## config.mk

```make
export PLATFORM = sky130hd
export DESIGN_NAME = io_bus_arbiter
export DESIGN_NICKNAME = d
export VERILOG_FILES = /design/src/rtl/io_bus_arbiter.sv
export SDC_FILE = /design/constraint.sdc
export NUM_CORES = 1
export LEC_CHECK = 0
export ABC_CLOCK_PERIOD_IN_PS = 4800
export BUFFER_PORTS_ARGS = -buffer_cell sky130_fd_sc_hd__buf_2
export CAP_MARGIN = 5
export CORE_MARGIN = 3
export CORE_UTILIZATION = 45
export CTS_CLUSTER_DIAMETER = 120
export DETAILED_ROUTE_END_ITERATION = 16
export GPL_TIMING_DRIVEN = 0
export PLACE_DENSITY = 0.87
export SYNTH_ARGS = -nofsm -noshare
export SYNTH_HDL_FRONTEND = slang
export SYNTH_SLANG_ARGS = --single-unit
export TNS_END_PERCENT = 5
```

## constraint.sdc

```tcl
create_clock -name clk -period 4.8 [get_ports clk]
set_input_delay 0.48 -clock clk [delete_from_list [all_inputs] [get_ports clk]]
set_output_delay 0.48 -clock clk [all_outputs]
set_load 0.01 [all_outputs]
```

## src/rtl/io_bus_arbiter.sv

```systemverilog
// Round-robin arbiter: four masters share one device bus of eight devices with fixed SETUP/ACCESS/RESP phases.
// Request to m_done takes 3+WAIT_CYC cycles (2 if unmapped); masters hold m_req, one transaction in flight at a time.
module io_bus_arbiter #(
  parameter int ADDR_W   = 16,
  parameter int DATA_W   = 16,
  parameter int WAIT_CYC = 0
) (
  input  logic                  clk,
  input  logic                  rst,
  input  logic [3:0]            m_req,
  input  logic [3:0]            m_ctrl,
  input  logic [4*ADDR_W-1:0]   m_addr,
  input  logic [4*DATA_W-1:0]   m_wdata,
  output logic [3:0]            m_gnt,
  output logic [3:0]            m_done,
  output logic                  m_err,
  output logic [DATA_W-1:0]     m_rdata,
  output logic [ADDR_W-1:0]     bus_addr,
  output logic                  bus_ctrl,
  output logic [DATA_W-1:0]     bus_wdata,
  input  logic [DATA_W-1:0]     bus_rdata,
  output logic [7:0]            dev_en
);

  typedef enum logic [1:0] {IDLE, SETUP, ACCESS, RESP} state_t;

  state_t              r_state;
  state_t              w_next;
  logic [1:0]          r_rr_ptr;
  logic [1:0]          r_owner;
  logic [3:0]          r_wait;
  logic [3:0]          r_gnt;
  logic                r_err;
  logic [DATA_W-1:0]   r_rdata;
  logic [ADDR_W-1:0]   r_bus_addr;
  logic                r_bus_ctrl;
  logic [DATA_W-1:0]   r_bus_wdata;
  logic                w_win_vld;
  logic [1:0]          w_win_idx;
  logic [1:0]          w_cand;
  logic [3:0]          w_sel;
  logic                w_mapped;
  logic                w_last;

  assign w_sel    = r_bus_addr[ADDR_W-1 -: 4];
  assign w_mapped = ~w_sel[3];
  assign w_last   = (r_wait == 4'(WAIT_CYC));

  // Scan from the highest offset down so the candidate nearest r_rr_ptr wins.
  always_comb begin
    w_win_vld = 1'b0;
    w_win_idx = r_rr_ptr;
    w_cand    = r_rr_ptr;
    for (int k = 3; k >= 0; k--) begin
      w_cand = r_rr_ptr + 2'(k);
      if (m_req[w_cand]) begin
        w_win_vld = 1'b1;
        w_win_idx = w_cand;
      end
    end
  end

  always_ff @(posedge clk) begin
    if (rst) r_state <= IDLE;
    else     r_state <= w_next;
  end

  always_comb begin
    w_next = r_state;
    m_done = 4'b0;
    dev_en = 8'b0;
    case (r_state)
      IDLE:   if (w_win_vld) w_next = SETUP;
      SETUP:  w_next = w_mapped ? ACCESS : RESP;
      ACCESS: begin
        dev_en = 8'b1 << w_sel[2:0];
        if (w_last) w_next = RESP;
      end
      RESP: begin
        m_done = r_gnt;
        w_next = IDLE;
      end
      default: w_next = IDLE;
    endcase
  end

  always_ff @(posedge clk) begin
    if (rst) begin
      r_rr_ptr    <= 2'd0;
      r_owner     <= 2'd0;
      r_wait      <= 4'd0;
      r_gnt       <= 4'b0;
      r_err       <= 1'b0;
      r_rdata     <= '0;
      r_bus_addr  <= '0;
      r_bus_ctrl  <= 1'b0;
      r_bus_wdata <= '0;
    end else begin
      case (r_state)
        IDLE: if (w_win_vld) begin
          r_owner     <= w_win_idx;
          r_gnt       <= 4'b1 << w_win_idx;
          r_bus_addr  <= m_addr[int'(w_win_idx)*ADDR_W +: ADDR_W];
          r_bus_ctrl  <= m_ctrl[w_win_idx];
          r_bus_wdata <= m_wdata[int'(w_win_idx)*DATA_W +: DATA_W];
        end
        SETUP: begin
          r_wait <= 4'd0;
          r_err  <= ~w_mapped;
          if (!w_mapped) begin
            r_rdata  <= '0;
            r_rr_ptr <= r_owner + 2'd1;
          end
        end
        ACCESS: begin
          r_wait <= r_wait + 4'd1;
          if (w_last) begin
            r_rdata  <= r_bus_ctrl ? '0 : bus_rdata;
            r_rr_ptr <= r_owner + 2'd1;
          end
        end
        RESP: r_gnt <= 4'b0;
        default: ;
      endcase
    end
  end

  assign m_gnt     = r_gnt;
  assign m_err     = r_err;
  assign m_rdata   = r_rdata;
  assign bus_addr  = r_bus_addr;
  assign bus_ctrl  = r_bus_ctrl;
  assign bus_wdata = r_bus_wdata;

endmodule

```

==> impl_metrics.ini, run 1 <==
[timing]
fmax_ghz = 0.4284
worstMarginPinSlew_ps = 674.8
whs_ps = 395.5
setup_viol = 0
fin_crit_ps = 2334
finClkSkew_ps = 7.680
period_share = 0.4863
fin_tns_setup_ps = 0
maxSlewViolCount = 0
grt_setup_unrepaired = no
finalHoldViolations = 0
relSlewSlack = 0.5502

[synthesis]
synth_cell_types = 37
synth_commonest_cells = dfxtp_1 (64), a22o_1 (34), mux4_2 (28)
synth-edff-count = 0
seq_area_frac_synth = 0.3882
synth.net_count = 465
ys_warn_count = 0
synthArstFlopShare = 0
syn_inst = 304
syn_area_per_cell_um2 = 10.86
yosysTopAreaCell = dfxtp_1
synth_top_area_frac = 0.3882
yosysMostFrequentCell = dfxtp_1
netlist_area_um2 = 3301
synth_area_leaders = dfxtp_1 (39%), mux4_2 (19%), a22o_1 (9.0%)
synth-seq-cells = 64
synthFlopType = dfxtp_1

[pwr]
power_density_nw_per_um2 = 561.5
ir_worst_vdd_uv = 358.0
p_leak_nw = 2.289

[hold_path]
min_path_type = in2reg
hp-start = bus_rdata[14]
min_path_cells = 3

[cells_and_area]
multi_input_area_um2 = 1876
finalNetCount = 694
nFillCells = 541
regArea_um2 = 1281
antennaDiodeCount = 0
area_delta_synth_final_pct = 43.67
layout-drive-gt1-share = 0.5186

[grt]
grt_pass1_wl_um = 17460
track_usage = 0.2666
met2_usage = 0.4784
grt_start_max_net_pins = 12
grt_use_met3 = 0.08450
grt_antenna_before_repair = 0
grt_most_used_layer = met2
grt_pass1_vias = 3589
grt_util_met1 = 0.2860
grt_overflow_total = 0

[critical_path]
worstRegToRegCells = 8
critPathRequiredTime_ps = 4320
worst-setup-path-type = reg2out
cpMaxStageDelayCell = dfxtp_1
max_stage_delay_ps = 340
worstPathCellList = inv_1 > ha_1 > clkbuf_1 > nand2_1 > nor3_1 > buf_2
path_max_fanout = 10
cp.buffers_inverters = 3
crit_path_end_kind = output port
startpoint = r_state[0]$_SDFFE_PP0P_
cp.depth = 6
arrival_ps = 1850
critical-path-top-delay-family = buffers and inverters
cp-start-kind = register
r2r-start = r_state[0]$_SDFFE_PP0P_

[run]
max_cap_violations = 0

[cts]
clk_latency_ps = 340
cts_max_level = 3
root_buffer = clkbuf_8
cts_buffers = 9
cts_hold_buf = 0
cts_max_path_buffers = 2
postCtsSetupRepairBufs = 0
cts_resized = 0
clock_sinks = 64
clk_pin_slew_ps = 70
cts_tree = done

[floorplanning]
dieArea_um2 = 8399
rows = 30
fp.dieH_um = 91.65
io_pins = 220
start_util = 0.4753
coreArea_um2 = 6944
die_w_um = 91.65

[placement]
dp_hpwl_um = 9282
gp_congestion = 0.8870
portBuffers = 218

[routing]
drt_wl_total_um = 11180
post_drt_wl_per_cell_um = 17.63
antenna_left = 0
vias = 3366
drcViolationCount = 0
vias_per_cell = 5.309
dr.pass1.iters = 4
drtIter0Drc = 143

[run_status]
status = complete, no violations
-- where the power goes --
group          internal [W]  switching [W]
sequential         0.000705       0.000124
combinational      0.000623       0.000677
clock              0.000320       0.000213
-- kinds of logic (layout without fill, tap and decap cells) --
group	count (synthesis)	after routing	share of synthesized area
compound gates	75	75	0.1638
xor+xnor	1	1	0.002654
fa+ha+maj	7	7	0.02653
buf+inv	28	262	0.04359
flops	64	64	0.3882
simple gates	94	94	0.1380
mux	35	35	0.2373
-- layout make-up --
cell class | instances | share of cell area
Multi-Input combinational cell | 212 | 0.3955
Sequential cell | 64 | 0.2702
Timing Repair Buffer | 218 | 0.2301
Clock buffer | 11 | 0.03193
Buffer | 22 | 0.02559
Tap cell | 96 | 0.02533
Clock inverter | 5 | 0.01662
Inverter | 6 | 0.004749
-- cell usage in the layout, fill, tap and decap left out, types with 2 or more instances in the layout --
cell | Yosys | routed
a22o_1 | 34 | 34
buf_4 | 3 | 3
nand2b_1 | 7 | 7
a211oi_1 | 2 | 2
clkbuf_8 | 0 | 11
inv_1 | 6 | 6
o21ai_0 | 4 | 4
and2_1 | 4 | 4
nor3_1 | 4 | 4
buf_6 | 3 | 3
nand2_1 | 26 | 26
a32oi_1 | 2 | 2
a21oi_1 | 27 | 27
a22oi_1 | 2 | 2
mux4_1 | 5 | 5
clkbuf_1 | 12 | 12
nor2b_1 | 4 | 4
ha_1 | 7 | 7
clkinv_2 | 0 | 2
dfxtp_1 | 64 | 64
buf_2 | 4 | 222
nor2_1 | 22 | 22
mux4_2 | 28 | 28
nand4_1 | 2 | 2
bufinv_16 | 0 | 2
nand3_1 | 18 | 18
-- tightest hold or removal path, delay by kind of cell --
| kind | cells | cell delay [ps] |
|---|---|---|
| AOI/OAI and AO/OA | 1 | 60 |
| and+or+nand+nor | 1 | 50 |
| buffers and inverters | 1 | 90 |
-- final timing paths --
check	end	slack, ps
worst min register to register	m_rdata[0]$_SDFFE_PP0P_	450
worst max-delay path	dev_en[4]	2470
worst min-delay path	m_rdata[14]$_SDFFE_PP0P_	400
worst max register to register	m_rdata[3]$_SDFFE_PP0P_	2550
-- metrics by stage --
step,cells,total power (W),instance area (um^2),util,setup slack (ps)
floorplan,304,0.001705,3301,-,2652
global placement,618,0.002090,4512,0.6497,2281
detailed placement,618,0.002137,4512,0.6497,2233
CTS,634,0.002675,4742,0.6829,2445
global route,634,0.002836,4742,0.6829,2267
finish,634,0.002662,4742,0.6829,2466
-- flip-flops by register name (all words and copies together), names as in the netlist, 2 cells and up --
signal / cells
bus_addr: 16
bus_wdata: 16
m_gnt: 4
m_rdata: 16
r_owner: 2
r_rr_ptr: 2
r_state: 2
r_wait: 4
-- routing by layer --
metal  vias up  share of wire
met2       133           0.52
met1      1585           0.37
met5         -              0
met4         0          0.032
li1       1620              -
met3        28          0.078
Power figures use the tool's default switching activity.
==> inputs of run 2 (changes only) <==
ABC_CLOCK_PERIOD_IN_PS = 2400   (was 4800)
CORE_UTILIZATION = 42   (was 45)
PLACE_DENSITY = 0.82   (was 0.87)
clock period = 2.4 ns   (was 4.8 ns; I/O delays follow)
==> run 2 against run 1 <==
Net effect:
- setup slack got worse by 2300 ps
- global-route usage decreased by 2.8 points
- final area decreased by 0.69%
- wire length decreased by 2.6%
- clock skew increased by 2.8 ps
- via count increased by 2.3%
- non-clock buffer count unchanged
- count of clock-buffer cells in the layout decreased by 2
- clock power increased by 67%
- register-to-register slack got worse by 2300 ps
- worst hold slack got worse by 240 ps
- largest power group unchanged
==> impl_metrics.ini, run 2 (synthesis gave the netlist of run 1 again) <==
[critical_path]
cp-start-kind = register
cp.buffers_inverters = 2
critical-path-top-delay-family = compound AO/OA/AOI/OAI gates
critPathRequiredTime_ps = 2630
max_stage_delay_ps = 520
crit_path_end_kind = register
worstPathCellList = inv_1 > a21oi_1 > o221ai_2 > buf_6 > mux4_2 > a22o_1
worst-setup-path-type = reg2reg
arrival_ps = 2410
path_max_fanout = 10
cpMaxStageDelayCell = o221ai_2

[cells_and_area]
layout_commonest_cell = buf_2
nFillCells = 648
multi_input_area_um2 = 1883
antennaDiodeCount = 0
finalNetCount = 694
utilization = 0.6324
area_delta_synth_final_pct = 42.68
final_area_um2 = 4710
regArea_um2 = 1281
final_cell_mix = buf_2 (222), dfxtp_1 (64), a22o_1 (34)
layout-drive-gt1-share = 0.5233

[floorplanning]
die_w_um = 94.65
io_pins = 220
start_util = 0.4432
coreArea_um2 = 7447
rows = 31
dieArea_um2 = 8959
fp.dieH_um = 94.65

[placement]
gp_congestion = 0.8212
portBuffers = 218
placed_cell_area_um2 = 4516
dp_hpwl_um = 8955

[timing]
relSlewSlack = 0.5861
finClkSkew_ps = 10.46
period_share = 0.9102
maxSlewViolCount = 0
fin_crit_ps = 2184
worstMarginPinSlew_ps = 620.9
fin_tns_setup_ps = 0
setup_viol = 0
grt_setup_unrepaired = no
fmax_ghz = 0.4578
finalHoldViolations = 0

[routing]
drt_wl_total_um = 10880
vias = 3445
drcViolationCount = 0
vias_per_cell = 5.417
drtIter0Drc = 166
post_drt_wl_per_cell_um = 17.11
dr.pass1.iters = 4
antenna_left = 0

[grt]
grt_pass1_wl_um = 16390
grt_pass1_vias = 3498
track_usage = 0.2382
grt_antenna_before_repair = 0
grt_start_max_net_pins = 12
grt_overflow_total = 0

[pwr]
ir_worst_vdd_uv = 557.4
netSwitchingFraction = 0.3924
combinationalPowerShare = 0.504
seqPwrFrac = 0.323
power_density_nw_per_um2 = 1094
p_clk_frac = 0.173
p_sw_w = 0.002021
p_total_w = 0.005152
p_leak_nw = 2.267
intPower_w = 0.003130

[cts]
clk_latency_ps = 340
cts_tree = done
cts_max_path_buffers = 2
root_buffer = clkbuf_8
cts_max_level = 3
cts_buffers = 9
clk_pin_slew_ps = 70
clock_sinks = 64

[run_status]
status = complete, no violations

[hold_path]
min_path_type = in2reg

[run]
max_cap_violations = 0
==> run 2: changes by cell type in the layout (fill, tap and decap cells not counted), sizes merged <==
| cell | change |
|---|---|
| clkinvlp | +1 |
| bufinv | -1 |
| clkbuf | -2 |
| clkinv | +1 |
==> run 2: routing by layer <==
metal,GRT usage,vias to the layer above,part of all wire
met2,0.4381,153,0.54
met4,0.08053,0,0.017
met5,0,-,0
met3,0.06853,18,0.081
met1,0.2603,1657,0.36
li1,-,1617,-
==> run 2: worst paths after layout <==
path / depth (start not counted) / startpoint / endpoint / slack, ps
hold reg to reg: 2 / m_rdata[2]$_SDFFE_PP0P_ / m_rdata[2]$_SDFFE_PP0P_ / 450
hold / removal: 3 / bus_rdata[0] / m_rdata[0]$_SDFFE_PP0P_ / 150
setup / recovery: 6 / r_rr_ptr[1]$_SDFFE_PP0P_ / bus_addr[2]$_SDFFE_PP0P_ / 220
setup reg to reg: 6 / r_rr_ptr[1]$_SDFFE_PP0P_ / bus_addr[2]$_SDFFE_PP0P_ / 220
==> run 2: repair_timing <==
action	CTS	global route
hold buffers	0	0
resized for setup	0	4
buffers inserted	0	0
setup endpoints to repair	0	10
==> run 2: power by group through the flow <==
stage / logic, W / registers (W) / clock network, W
after global placement: 0.00252 / 0.00166 / 0
after detailed placement: 0.00260 / 0.00167 / 0
after floorplan: 0.00164 / 0.00177 / 0
after CTS: 0.00260 / 0.00166 / 0.000903
final: 0.00260 / 0.00166 / 0.000889
after global routing: 0.00283 / 0.00171 / 0.000948
==> run 2: layout make-up <==
cell class                 count  area share
buffer                        22     0.02604
clock buffer                   9     0.02630
clock inverter                 6     0.01302
inverter                       6    0.004782
multi-input combinational    212      0.3998
sequential                    64      0.2721
tap                           99     0.02630
timing repair buffer         218      0.2317
==> run 2: metrics by stage <==
step | hold WS (ps) | std cells | setup slack (ps)
floorplan | 391.9 | 304 | 481.7
CTS | 139.6 | 636 | 133.0
global placement | 435.3 | 621 | 158.3
finish | 150.7 | 636 | 215.5
global route | 148.3 | 636 | 33.63
detailed placement | 445.6 | 621 | 123.9
==> run 2: tightest hold or removal path: stages <==
cell,delay [ps]
buf_2,90
nand3_1,50
a21oi_1,60
==> inputs of run 3 (changes only) <==
CORE_ASPECT_RATIO = 1.25   (was not set)
==> run 3 against run 2 <==
Net effect:
- clock skew is 2.7 ps higher
- clock power is 29% higher
- combinational power hardly changed
- critical endpoint is now bus_addr[5]$_SDFFE_PP0P_
- largest power group unchanged
- register-to-register slack hardly changed
- worst hold slack worse by 7.6 ps
- critical path depth stayed put
==> impl_metrics.ini, run 3 (synthesis gave the netlist of run 1 again) <==
[pwr]
power_density_nw_per_um2 = 1132
ir_worst_vdd_uv = 669.0
p_sw_w = 0.002014
combinationalPowerShare = 0.478
netSwitchingFraction = 0.3733
seqPwrFrac = 0.308
p_leak_nw = 2.292
p_total_w = 0.005395
p_clk_frac = 0.214
intPower_w = 0.003381

[critical_path]
arrival_ps = 2420
rrSetupSlack_ps = 200
cp-start-kind = register
crit_path_end_kind = register
critPathRequiredTime_ps = 2620
path_max_fanout = 10
worst-setup-path-type = reg2reg

[routing]
post_drt_wl_per_cell_um = 17.68
drcViolationCount = 0
vias_per_cell = 5.384
drt_wl_total_um = 11160
vias = 3397
dr.pass1.iters = 4
antenna_left = 0
drtIter0Drc = 174

[timing]
grt_setup_unrepaired = no
worstMarginPinSlew_ps = 622.1
fin_tns_setup_ps = 0
fin_crit_ps = 2196
period_share = 0.9150
maxSlewViolCount = 0
relSlewSlack = 0.5852
finClkSkew_ps = 13.15
finalHoldViolations = 0
fmax_ghz = 0.4554
setup_slack_ps = 204.0
setup_viol = 0

[floorplanning]
fp.dieH_um = 105.1
die_w_um = 85.29
coreArea_um2 = 7488
rows = 35
dieArea_um2 = 8965
start_util = 0.4408
io_pins = 220

[cts]
cts_max_path_buffers = 2
cts_max_level = 3
clk_pin_slew_ps = 80
cts_tree = done
cts_buffers = 9
clock_sinks = 64
root_buffer = clkbuf_8
clk_latency_ps = 340

[placement]
dp_worst_setup_slack_ps = 79.25
dp_hpwl_um = 9088
portBuffers = 218
gp_congestion = 0.8380

[grt]
grt_pass1_vias = 3527
track_usage = 0.2489
grt_antenna_before_repair = 1
grt_overflow_total = 0
grt_start_max_net_pins = 13
grt_pass1_wl_um = 17280

[cells_and_area]
area_delta_synth_final_pct = 44.43
final_cell_mix = buf_2 (222), dfxtp_1 (64), a22o_1 (34)
layout-drive-gt1-share = 0.5223
layout_commonest_cell = buf_2
utilization = 0.6366
finalNetCount = 694
nFillCells = 616

[run]
max_cap_violations = 0

[run_status]
status = complete, no violations

[hold_path]
min_path_type = in2reg
## run 3: per-layer routing
layer	vias to the layer above	share of wire	global-route usage
met1	1600	0.40	0.3072
met5	-	0.00063	0
li1	1622	-	-
met2	163	0.51	0.4272
met4	2	0.014	0.07127
met3	10	0.073	0.06073
## run 3: critical path: stages (launching register included)
cell	delay (ps)
dfxtp_1	360
inv_1	90
a21oi_1	90
o221ai_2	520
buf_6	270
mux4_2	530
a22o_1	220
## run 3: power groups by stage
stage	sequential [W]	combinational, W	clock, W
floorplan	0.00177	0.00164	0
global placement	0.00166	0.00251	0
detailed placement	0.00167	0.00258	0
CTS	0.00166	0.00258	0.00118
global route	0.00171	0.00281	0.00123
finish	0.00166	0.00258	0.00115
## run 3: path summary, 6_finish.rpt
path,startpoint,end,cells past startpoint
worst max-delay path,r_rr_ptr[1]$_SDFFE_PP0P_,bus_addr[5]$_SDFFE_PP0P_,6
worst max register to register,r_rr_ptr[1]$_SDFFE_PP0P_,bus_addr[5]$_SDFFE_PP0P_,6
worst min-delay path,bus_rdata[7],m_rdata[7]$_SDFFE_PP0P_,3
worst min register to register,m_rdata[4]$_SDFFE_PP0P_,m_rdata[4]$_SDFFE_PP0P_,2
## run 3: metrics by stage
step | instances | hold slack, ps | area [um^2]
2_1_floorplan | 304 | 391.9 | 3301
3_5_place_dp | 614 | 440.6 | 4507
5_1_grt | 630 | 123.8 | 4765
4_1_cts | 630 | 126.9 | 4758
3_3_place_gp | 614 | 435.5 | 4507
6_report | 631 | 143.1 | 4767
## run 3: what timing repair did
item	in CTS	in global routing
setup endpoints to repair	0	10
gates resized for setup	0	3
buffers inserted	0	0
hold buffers	0	0
## run 3: final cells by class
type,instances,area (um^2),area share
buffer,22,122.6,0.02572
inverter,6,22.52,0.004724
sequential,64,1281,0.2688
tap,92,115.1,0.02415
multi-input combinational,212,1881,0.3945
timing repair buffer,218,1091,0.2289
antenna,1,2.502,0.0005249
clock buffer,10,137.6,0.02887
clock inverter,6,113.9,0.02388
